File: src/rtl/seg_pkg.sv
// seg_pkg: hex font table and sizing helper shared by the
// scanned 7-segment display path.
package seg_pkg;

   localparam logic [6:0] SEG_0 = 7'b1111110;
   localparam logic [6:0] SEG_1 = 7'b0110000;
   localparam logic [6:0] SEG_2 = 7'b1101101;
   localparam logic [6:0] SEG_3 = 7'b1111001;
   localparam logic [6:0] SEG_4 = 7'b0110011;
   localparam logic [6:0] SEG_5 = 7'b1011011;
   localparam logic [6:0] SEG_6 = 7'b1011111;
   localparam logic [6:0] SEG_7 = 7'b1110000;
   localparam logic [6:0] SEG_8 = 7'b1111111;
   localparam logic [6:0] SEG_9 = 7'b1111011;
   localparam logic [6:0] SEG_A = 7'b1110111;
   localparam logic [6:0] SEG_B = 7'b0011111;
   localparam logic [6:0] SEG_C = 7'b1001110;
   localparam logic [6:0] SEG_D = 7'b0111101;
   localparam logic [6:0] SEG_E = 7'b1001111;
   localparam logic [6:0] SEG_F = 7'b1000111;

   localparam logic [6:0] SEG_BLANK = 7'b0000000;

   function automatic int idx_w(input int digits);
      return (digits > 1) ? $clog2(digits) : 1;
   endfunction

endpackage

File: src/rtl/seg_decode.sv
// seg_decode: combinational hex nibble to 7-segment pattern,
// active-high, segment a in the MSB.
module seg_decode
   import seg_pkg::*;
(
   input  logic [3:0] nibble,
   output logic [6:0] seg
);

   always_comb begin
      seg = SEG_BLANK;
      unique case (nibble)
         4'h0: seg = SEG_0;
         4'h1: seg = SEG_1;
         4'h2: seg = SEG_2;
         4'h3: seg = SEG_3;
         4'h4: seg = SEG_4;
         4'h5: seg = SEG_5;
         4'h6: seg = SEG_6;
         4'h7: seg = SEG_7;
         4'h8: seg = SEG_8;
         4'h9: seg = SEG_9;
         4'hA: seg = SEG_A;
         4'hB: seg = SEG_B;
         4'hC: seg = SEG_C;
         4'hD: seg = SEG_D;
         4'hE: seg = SEG_E;
         4'hF: seg = SEG_F;
      endcase
   end

endmodule

File: src/rtl/seg_scan_driver.sv
// seg_scan_driver: double-buffered, PWM-dimmed multiplexed hex display.
// Define SEG_SCAN_LZB_EN to blank leading zero digits.
module seg_scan_driver
   import seg_pkg::*;
#(
   parameter int DIGITS   = 4,
   parameter int DIV_W    = 10,
   parameter int BRIGHT_W = 3,
   parameter bit SEG_INV  = 1'b0,
   parameter bit EN_INV   = 1'b0
)(
   input  logic                      CLK,
   input  logic                      RST_N,
   input  logic [4*DIGITS-1:0]       VALUE,
   input  logic                      LOAD,
   input  logic [BRIGHT_W-1:0]       BRIGHT,
   output logic                      PENDING,
   output logic                      FRAME,
   output logic [6:0]                SEG,
   output logic [DIGITS-1:0]         SEGEN,
   output logic [idx_w(DIGITS)-1:0]  DIGIT_IDX
);

   localparam int IW = idx_w(DIGITS);
   localparam logic [IW-1:0] LAST = IW'(DIGITS - 1);
   localparam logic [6:0] SEG_OFF = SEG_BLANK ^ {7{SEG_INV}};
   localparam logic [DIGITS-1:0] EN_OFF = {DIGITS{EN_INV}};

   logic [DIV_W-1:0]    pre;
   logic [IW-1:0]       idx;
   logic [4*DIGITS-1:0] shadow;
   logic [4*DIGITS-1:0] pend_val;
   logic                fe_d;

   logic                wrap;
   logic                frame_edge;
   logic                lit;
   logic [3:0]          nib;
   logic [6:0]          dec;
   logic [DIGITS-1:0]   onehot;
   logic [DIGITS-1:0]   lzb;

   assign wrap       = &pre;
   assign frame_edge = wrap && (idx == LAST);
   assign nib        = shadow[{idx, 2'b00} +: 4];
   assign onehot     = DIGITS'(1) << idx;

   always_comb begin
      lzb = '0;
`ifdef SEG_SCAN_LZB_EN
      for (int i = DIGITS - 1; i > 0; i--)
         lzb[i] = ((shadow >> (4 * i)) == '0);
`endif
   end

   // PWM compares the top prescaler bits against the brightness code
   assign lit = (pre[DIV_W-1 -: BRIGHT_W] < BRIGHT) && !lzb[idx];

   seg_decode u_dec (
      .nibble (nib),
      .seg    (dec)
   );

   always_ff @(posedge CLK) begin
      if (!RST_N) begin
         pre       <= '0;
         idx       <= '0;
         shadow    <= '0;
         pend_val  <= '0;
         PENDING   <= 1'b0;
         fe_d      <= 1'b0;
         FRAME     <= 1'b0;
         DIGIT_IDX <= '0;
         SEG       <= SEG_OFF;
         SEGEN     <= EN_OFF;
      end else begin
         pre <= pre + 1'b1;
         if (wrap)
            idx <= (idx == LAST) ? '0 : idx + 1'b1;

         // a load landing on the frame edge goes straight to the display
         if (frame_edge) begin
            if (LOAD)
               shadow <= VALUE;
            else if (PENDING)
               shadow <= pend_val;
            PENDING <= 1'b0;
         end else if (LOAD) begin
            pend_val <= VALUE;
            PENDING  <= 1'b1;
         end

         fe_d      <= frame_edge;
         FRAME     <= fe_d;
         DIGIT_IDX <= idx;
         SEG       <= lit ? (dec ^ {7{SEG_INV}}) : SEG_OFF;
         SEGEN     <= lit ? (onehot ^ EN_OFF) : EN_OFF;
      end
   end

endmodule

File: config.mk
export PLATFORM = sky130hd
export DESIGN_NAME = seg_scan_driver
export DESIGN_NICKNAME = d
export VERILOG_FILES = /design/src/rtl/seg_pkg.sv /design/src/rtl/seg_decode.sv /design/src/rtl/seg_scan_driver.sv
export SDC_FILE = /design/constraint.sdc
export NUM_CORES = 1
export LEC_CHECK = 0
export BUFFER_PORTS_ARGS = -buffer_cell sky130_fd_sc_hd__buf_2
export CORE_UTILIZATION = 35
export CTS_BUF_LIST = sky130_fd_sc_hd__clkbuf_2
export DETAILED_ROUTE_END_ITERATION = 10
export RECOVER_POWER = 50
export SLEW_MARGIN = 20
export SYNTH_ARGS = -nofsm -noshare
export SYNTH_HDL_FRONTEND = slang
export SYNTH_HIERARCHICAL = 1
export SYNTH_SLANG_ARGS = --single-unit
File: constraint.sdc
create_clock -name CLK -period 4.04 [get_ports CLK]
set_clock_uncertainty 0.15 [all_clocks]
set_input_delay 0.202 -clock CLK [delete_from_list [all_inputs] [get_ports CLK]]
set_output_delay 0.202 -clock CLK [all_outputs]
set_load 0.02 [all_outputs]
Yosys cells after proc, flatten, opt, wreduce, memory -nomap -nowiden
Memory sizes are Yosys's and may differ from the RTL's. A register that Yosys moved wholly into a read port is not among the register bits.
Index checks and enable logic that the tools add are counted.
Widths: inputs -> output; s select.
{ "totals": {"inputBits": 22, "rom_bits": 112, "mem_count": 1, "register_bits": 53, "out_inout_bits": 15, "elab_cells": 34} }
{ "mem_list": {"columns": ["name", "depth", "width", "rd", "rd_clocked_by_memory_dff", "wr", "line", "rtl"], "rows": [
  ["(name not given)", 16, 7, 1, 1, 0, "seg_decode.sv:12", "unique case (nibble)"]
]} }
{ "op_classes": {"bitwise": 2, "eq_ne": 1, "add_sub_neg": 2, "n_shift": 2, "n_reduce_logical": 10, "n_lt_le_gt_ge": 2, "muxes": 5} }
{ "op_table": {"columns": ["cell", "count"], "rows": [
  ["$mux 16", 2],
  ["$shiftx 16x5->4", 1],
  ["$add 10x1->10 const B", 1],
  ["$reduce_and 10->1", 1],
  ["$reduce_and 2->1", 3],
  ["$shl 1x2->4 const A", 1],
  ["$lt 2x3->1 const B", 1],
  ["$lt 3x3->1", 1],
  ["$add 2x1->2 const B", 1],
  ["$bmux 1 s2", 1],
  ["$eq 2x2->1 const B", 1],
  ["$logic_and 1x1->1", 2],
  ["$logic_not 1->1", 2],
  ["$mux 2", 1],
  ["$not 1->1", 2],
  ["$reduce_bool 2->1", 1],
  ["$reduce_or 2->1", 1],
  ["$mux 1", 1]
]} }

Longest topological paths before layout
{ "depth": {"ltp_word": 6, "ltp_mapped": 8, "depth_no_buf": 7} }

Modules after synthesis
Netlist, hierarchy kept.
{ "modules_own_cells": {"columns": ["mod", "area_per_inst_um2", "instances", "seq_area_each_um2", "cells_per_inst"], "rows": [
  ["seg_scan_driver", 2795.2, 1, 1201.2, 300],
  ["seg_decode", 304.0, 1, 0.0, 34]
]} }

Worst setup path before layout
Ideal clock, no wire load.
{ "synth_path": {"path_type": "register to register", "start": "register idx[0]", "end": "register SEG[3]", "stages_incl_launch_ff": 8, "n_path_buf": 1, "t_arrival_ns": 2.195, "slack_ns": 1.558, "period_less_slack_ns": 2.482, "setup_time_ns": 0.136, "required_ns": 3.754, "path_cell_list": "dfxtp_1 clkbuf_1 mux4_2 inv_1 ha_1 mux4_1 inv_1 a211oi_1"} }
{ "synth_via": {"word_cells_on_any_way": 7, "cone_classes": "1 x shift; 2 x mux; 4 x reduce/logical"} }
{ "synth_rtl": {"columns": ["element", "line", "rtl"], "rows": [
  ["from (decl)", "seg_scan_driver.sv:30", "logic [IW-1:0] idx;"],
  ["from (signal assigned)", "seg_scan_driver.sv:79", "idx <= (idx == LAST) ? '0 : idx + 1'b1;"],
  ["$shiftx 16x5->4", "seg_scan_driver.sv:45", "assign nib = shadow[{idx, 2'b00} +: 4];"],
  ["via nib[0]", "seg_scan_driver.sv:38", "logic [3:0] nib;"],
  ["to (decl)", "seg_scan_driver.sv:19", "output logic [6:0] SEG,"]
]} }
The timed path passes the listed nets, and every way through them passes these cells. The select of a mux whose other input is x is not followed.
A chain may end at the register's enable or synchronous reset.

==> results.cfg <==
[outcome]
status = complete, but fails checks
violations = capacitance limit, slew limit

[floorplan]
die_h_um = 96.1
io_pins = 37
std_cell_rows = 33
die_w_um = 96.1
start_util_pct = 37.0
dieArea_um2 = 9240
coreArea_um2 = 8380

[logic_synthesis]
yosys_warnings = 6
synth_seq_area_share_pct = 38.8
synth_cell_types = 46
synth.top_cell.area_share_pct = 38.8
synthFlopType = dfxtp_1
syn_inst = 334
yosysTopAreaCell = dfxtp_1
ys_ff_latch = 60
synth_edf_count = 0
synth.area.top_cells = dfxtp_1 39%, mux2_2 6.5%, nand2_1 6.2%, mux2i_1 5.2%, o221ai_1 4.5%
syn_area_um2 = 3100
synth_area_per_cell_um2 = 9.28
syn_nets = 367
async_reset_ff_share_pct = 0

[critical_path]
cp_common_cell = clkbuf_1
r2r-end = SEG[3]
cpMaxStageDelayCell = clkbuf_1
slowest_delay_ns = 1.30
path_class = primary input to flip-flop
start_kind = primary input
critPathArrivalTime_ns = 3.07
path_buf_inv = 2
r2r_setup_slack_ns = 1.51
worstPathCellList = clkbuf_1 -> clkbuf_1 -> nand2_1 -> or4_1 -> o221ai_1
cpLargestDelayFamily = buffers and inverters
cp-end-kind = flip-flop
reg2reg_depth = 7
crit_fanout = 44
reg2reg_from = idx[0]
required_ns = 4.28

[clocking]
cts_htree_levels = 3
post_cts_resized = 0
clock-sinks = 60
post_cts_buffers = 0
cts-root-buf = clkbuf_2
cts_tree = built
clock_latency_ns = 0.47
holdBufCountCts = 16
clock_path_buffers = 2
cts_made_buffers = 9
clkTransAtPathRegs_ns = 0.15

[timing]
period_needed_ns = 2.83
finalSetupTns_ns = 0
rsz0062_at_grt = no
max_freq_ghz = 0.354
period_share_pct = 70.0
slew_headroom_pct = -22.6
setup_ws_ns = 1.21
setup-violations-final = 0
tightest_slew_ns = 1.84
slew_viol_final = 45
hold_viol = 0

[detailed_routing]
drt-met1-wl_um = 3140
vias_per_cell = 5.26
top_layer = met4
dr.first_iter.drc_count = 170
num_vias = 2537
wirelength_um = 6580
wl_met2_um = 3090
drt_pass1_iterations = 4
wl_per_cell_um = 13.6
drc = 0
postRouteAntennaNets = 0
met3_length_um = 292

[global_route]
grt_pass1_vias = 2403
antenna_found_initial = 0
grt-ovfl-total = 0
grtUsageTotal_pct = 15.9
grt_start_max_net_pins = 50
grt_first_pass_wirelength_um = 11200

[pwr]
sw_frac_of_total_pct = 26.8
p_sw_w = 0.000273
ir_worst_vdd_uv = 169
p_comb_share_pct = 10.3
p_per_area_nw_per_um2 = 290
power.internal_w = 0.000745
power_frac_clock_pct = 29.0
p_leak_nw = 1.41
pwr-share-seq_pct = 60.7

[hold_path]
holdPathStages = 4
hp-start = BRIGHT[0]
hp-class = primary input to flip-flop
hold_end = SEG[4]

[final_layout]
post-route-util_pct = 41.9
antenna_cells = 0
final_cell_mix = 60 x dfxtp_1, 51 x nand2_1, 20 x inv_1, 20 x buf_2, 19 x nand3_1
n_fill_cell = 849
layout.area.seq_um2 = 1200
nets = 405
area_growth_pct = 13.2
final_area_um2 = 3510
drive_above_1_share_pct = 17.5
multiInputGateArea_um2 = 1680
final_common_cell = dfxtp_1

[placement]
placed_area_um2 = 3300
dpl_worst_slack_ns = 1.53
hpwlAfterDp_um = 4370
place_congestion = 0.766
port_buffers = 36

[job]
drv_cap = 1
[kinds of logic (layout without fill, tap and decap cells)]
logic type | count (synthesis) | in the layout | synth area share [%]
simple gates | 120 | 120 | 20.4
flops | 60 | 60 | 38.8
compound gates | 50 | 50 | 12.3
buf+inv | 49 | 92 | 7.02
mux | 40 | 40 | 15.9
fa+ha+maj | 11 | 11 | 4.44
xor+xnor | 4 | 4 | 1.13
[worst reg2reg max path, delay by kind of cell (launching register included)]
family	cells	cell delay, ns
adder cells (fa/ha/maj)	1	0.25
flip-flops	1	0.61
AO/OA/AOI/OAI	1	0.04
buffers and inverters	3	0.26
multiplexers	2	1.09
[worst max path at each step]
stage | cells after the start | endpoint | slack, ns | start
CTS | 7 | SEG[3] | 1.51 | idx[0]
detailed placement | 7 | SEG[3] | 1.53 | idx[0]
global placement | 7 | SEG[3] | 1.59 | idx[0]
finish | 5 | pend_val[9] | 1.21 | RST_N
global route | 5 | pend_val[8] | 1.06 | RST_N
floorplan | 7 | SEG[3] | 1.56 | idx[0]
[metrics by stage]
stage               power (W)  instances  hold slack [ns]
finish                0.00102        482            0.201
global route          0.00108        482            0.169
detailed placement   0.000725        450            0.293
floorplan            0.000696        334            0.227
global placement     0.000723        450            0.287
CTS                   0.00103        482            0.137
[power by group through the flow]
| stage | logic [W] | clock network [W] | registers [W] |
|---|---|---|---|
| floorplan | 0.0000594 | 0 | 0.000636 |
| global placement | 0.0000930 | 0 | 0.000630 |
| detailed placement | 0.0000939 | 0 | 0.000631 |
| CTS | 0.000106 | 0.000307 | 0.000618 |
| global route | 0.000115 | 0.000343 | 0.000621 |
| finish | 0.000104 | 0.000295 | 0.000618 |
[Yosys cell counts (3+ instances only)]
master / number
a211oi_1: 7
or4_1: 17
nor2_1: 8
o221ai_1: 16
inv_1: 20
o21ai_0: 5
xnor2_1: 3
nand4_1: 4
nand3_1: 19
nand2b_1: 3
ha_1: 11
nand2_1: 51
mux2i_1: 16
o31ai_1: 3
dfxtp_1: 60
a21oi_1: 8
mux2_2: 18
mux4_2: 4
a2111oi_0: 4
or3_1: 3
clkbuf_1: 22
nor3_1: 3
[layer usage]
metal	up-vias	global-route usage (%)
li1	1298	-
met1	1189	20.3
met2	48	25.2
met3	2	5.29
met4	0	5.35
met5	-	0
[state kept, by name, summed over array words and instances, names as in the netlist]
register   count
pend_val      16
shadow        16
SEGEN          4
pre           10
DIGIT_IDX      2
FRAME          1
PENDING        1
SEG            7
fe_d           1
idx            2
[area by class of cell]
| cell class | instances | area share [%] |
|---|---|---|
| clock buffer | 13 | 1.85 |
| clock inverter | 3 | 0.392 |
| multi-input combinational | 225 | 47.9 |
| inverter | 20 | 2.14 |
| tap | 105 | 3.74 |
| timing repair buffer | 56 | 9.77 |
| sequential | 60 | 34.2 |
Note: power is estimated with default switching activity, not from simulation.
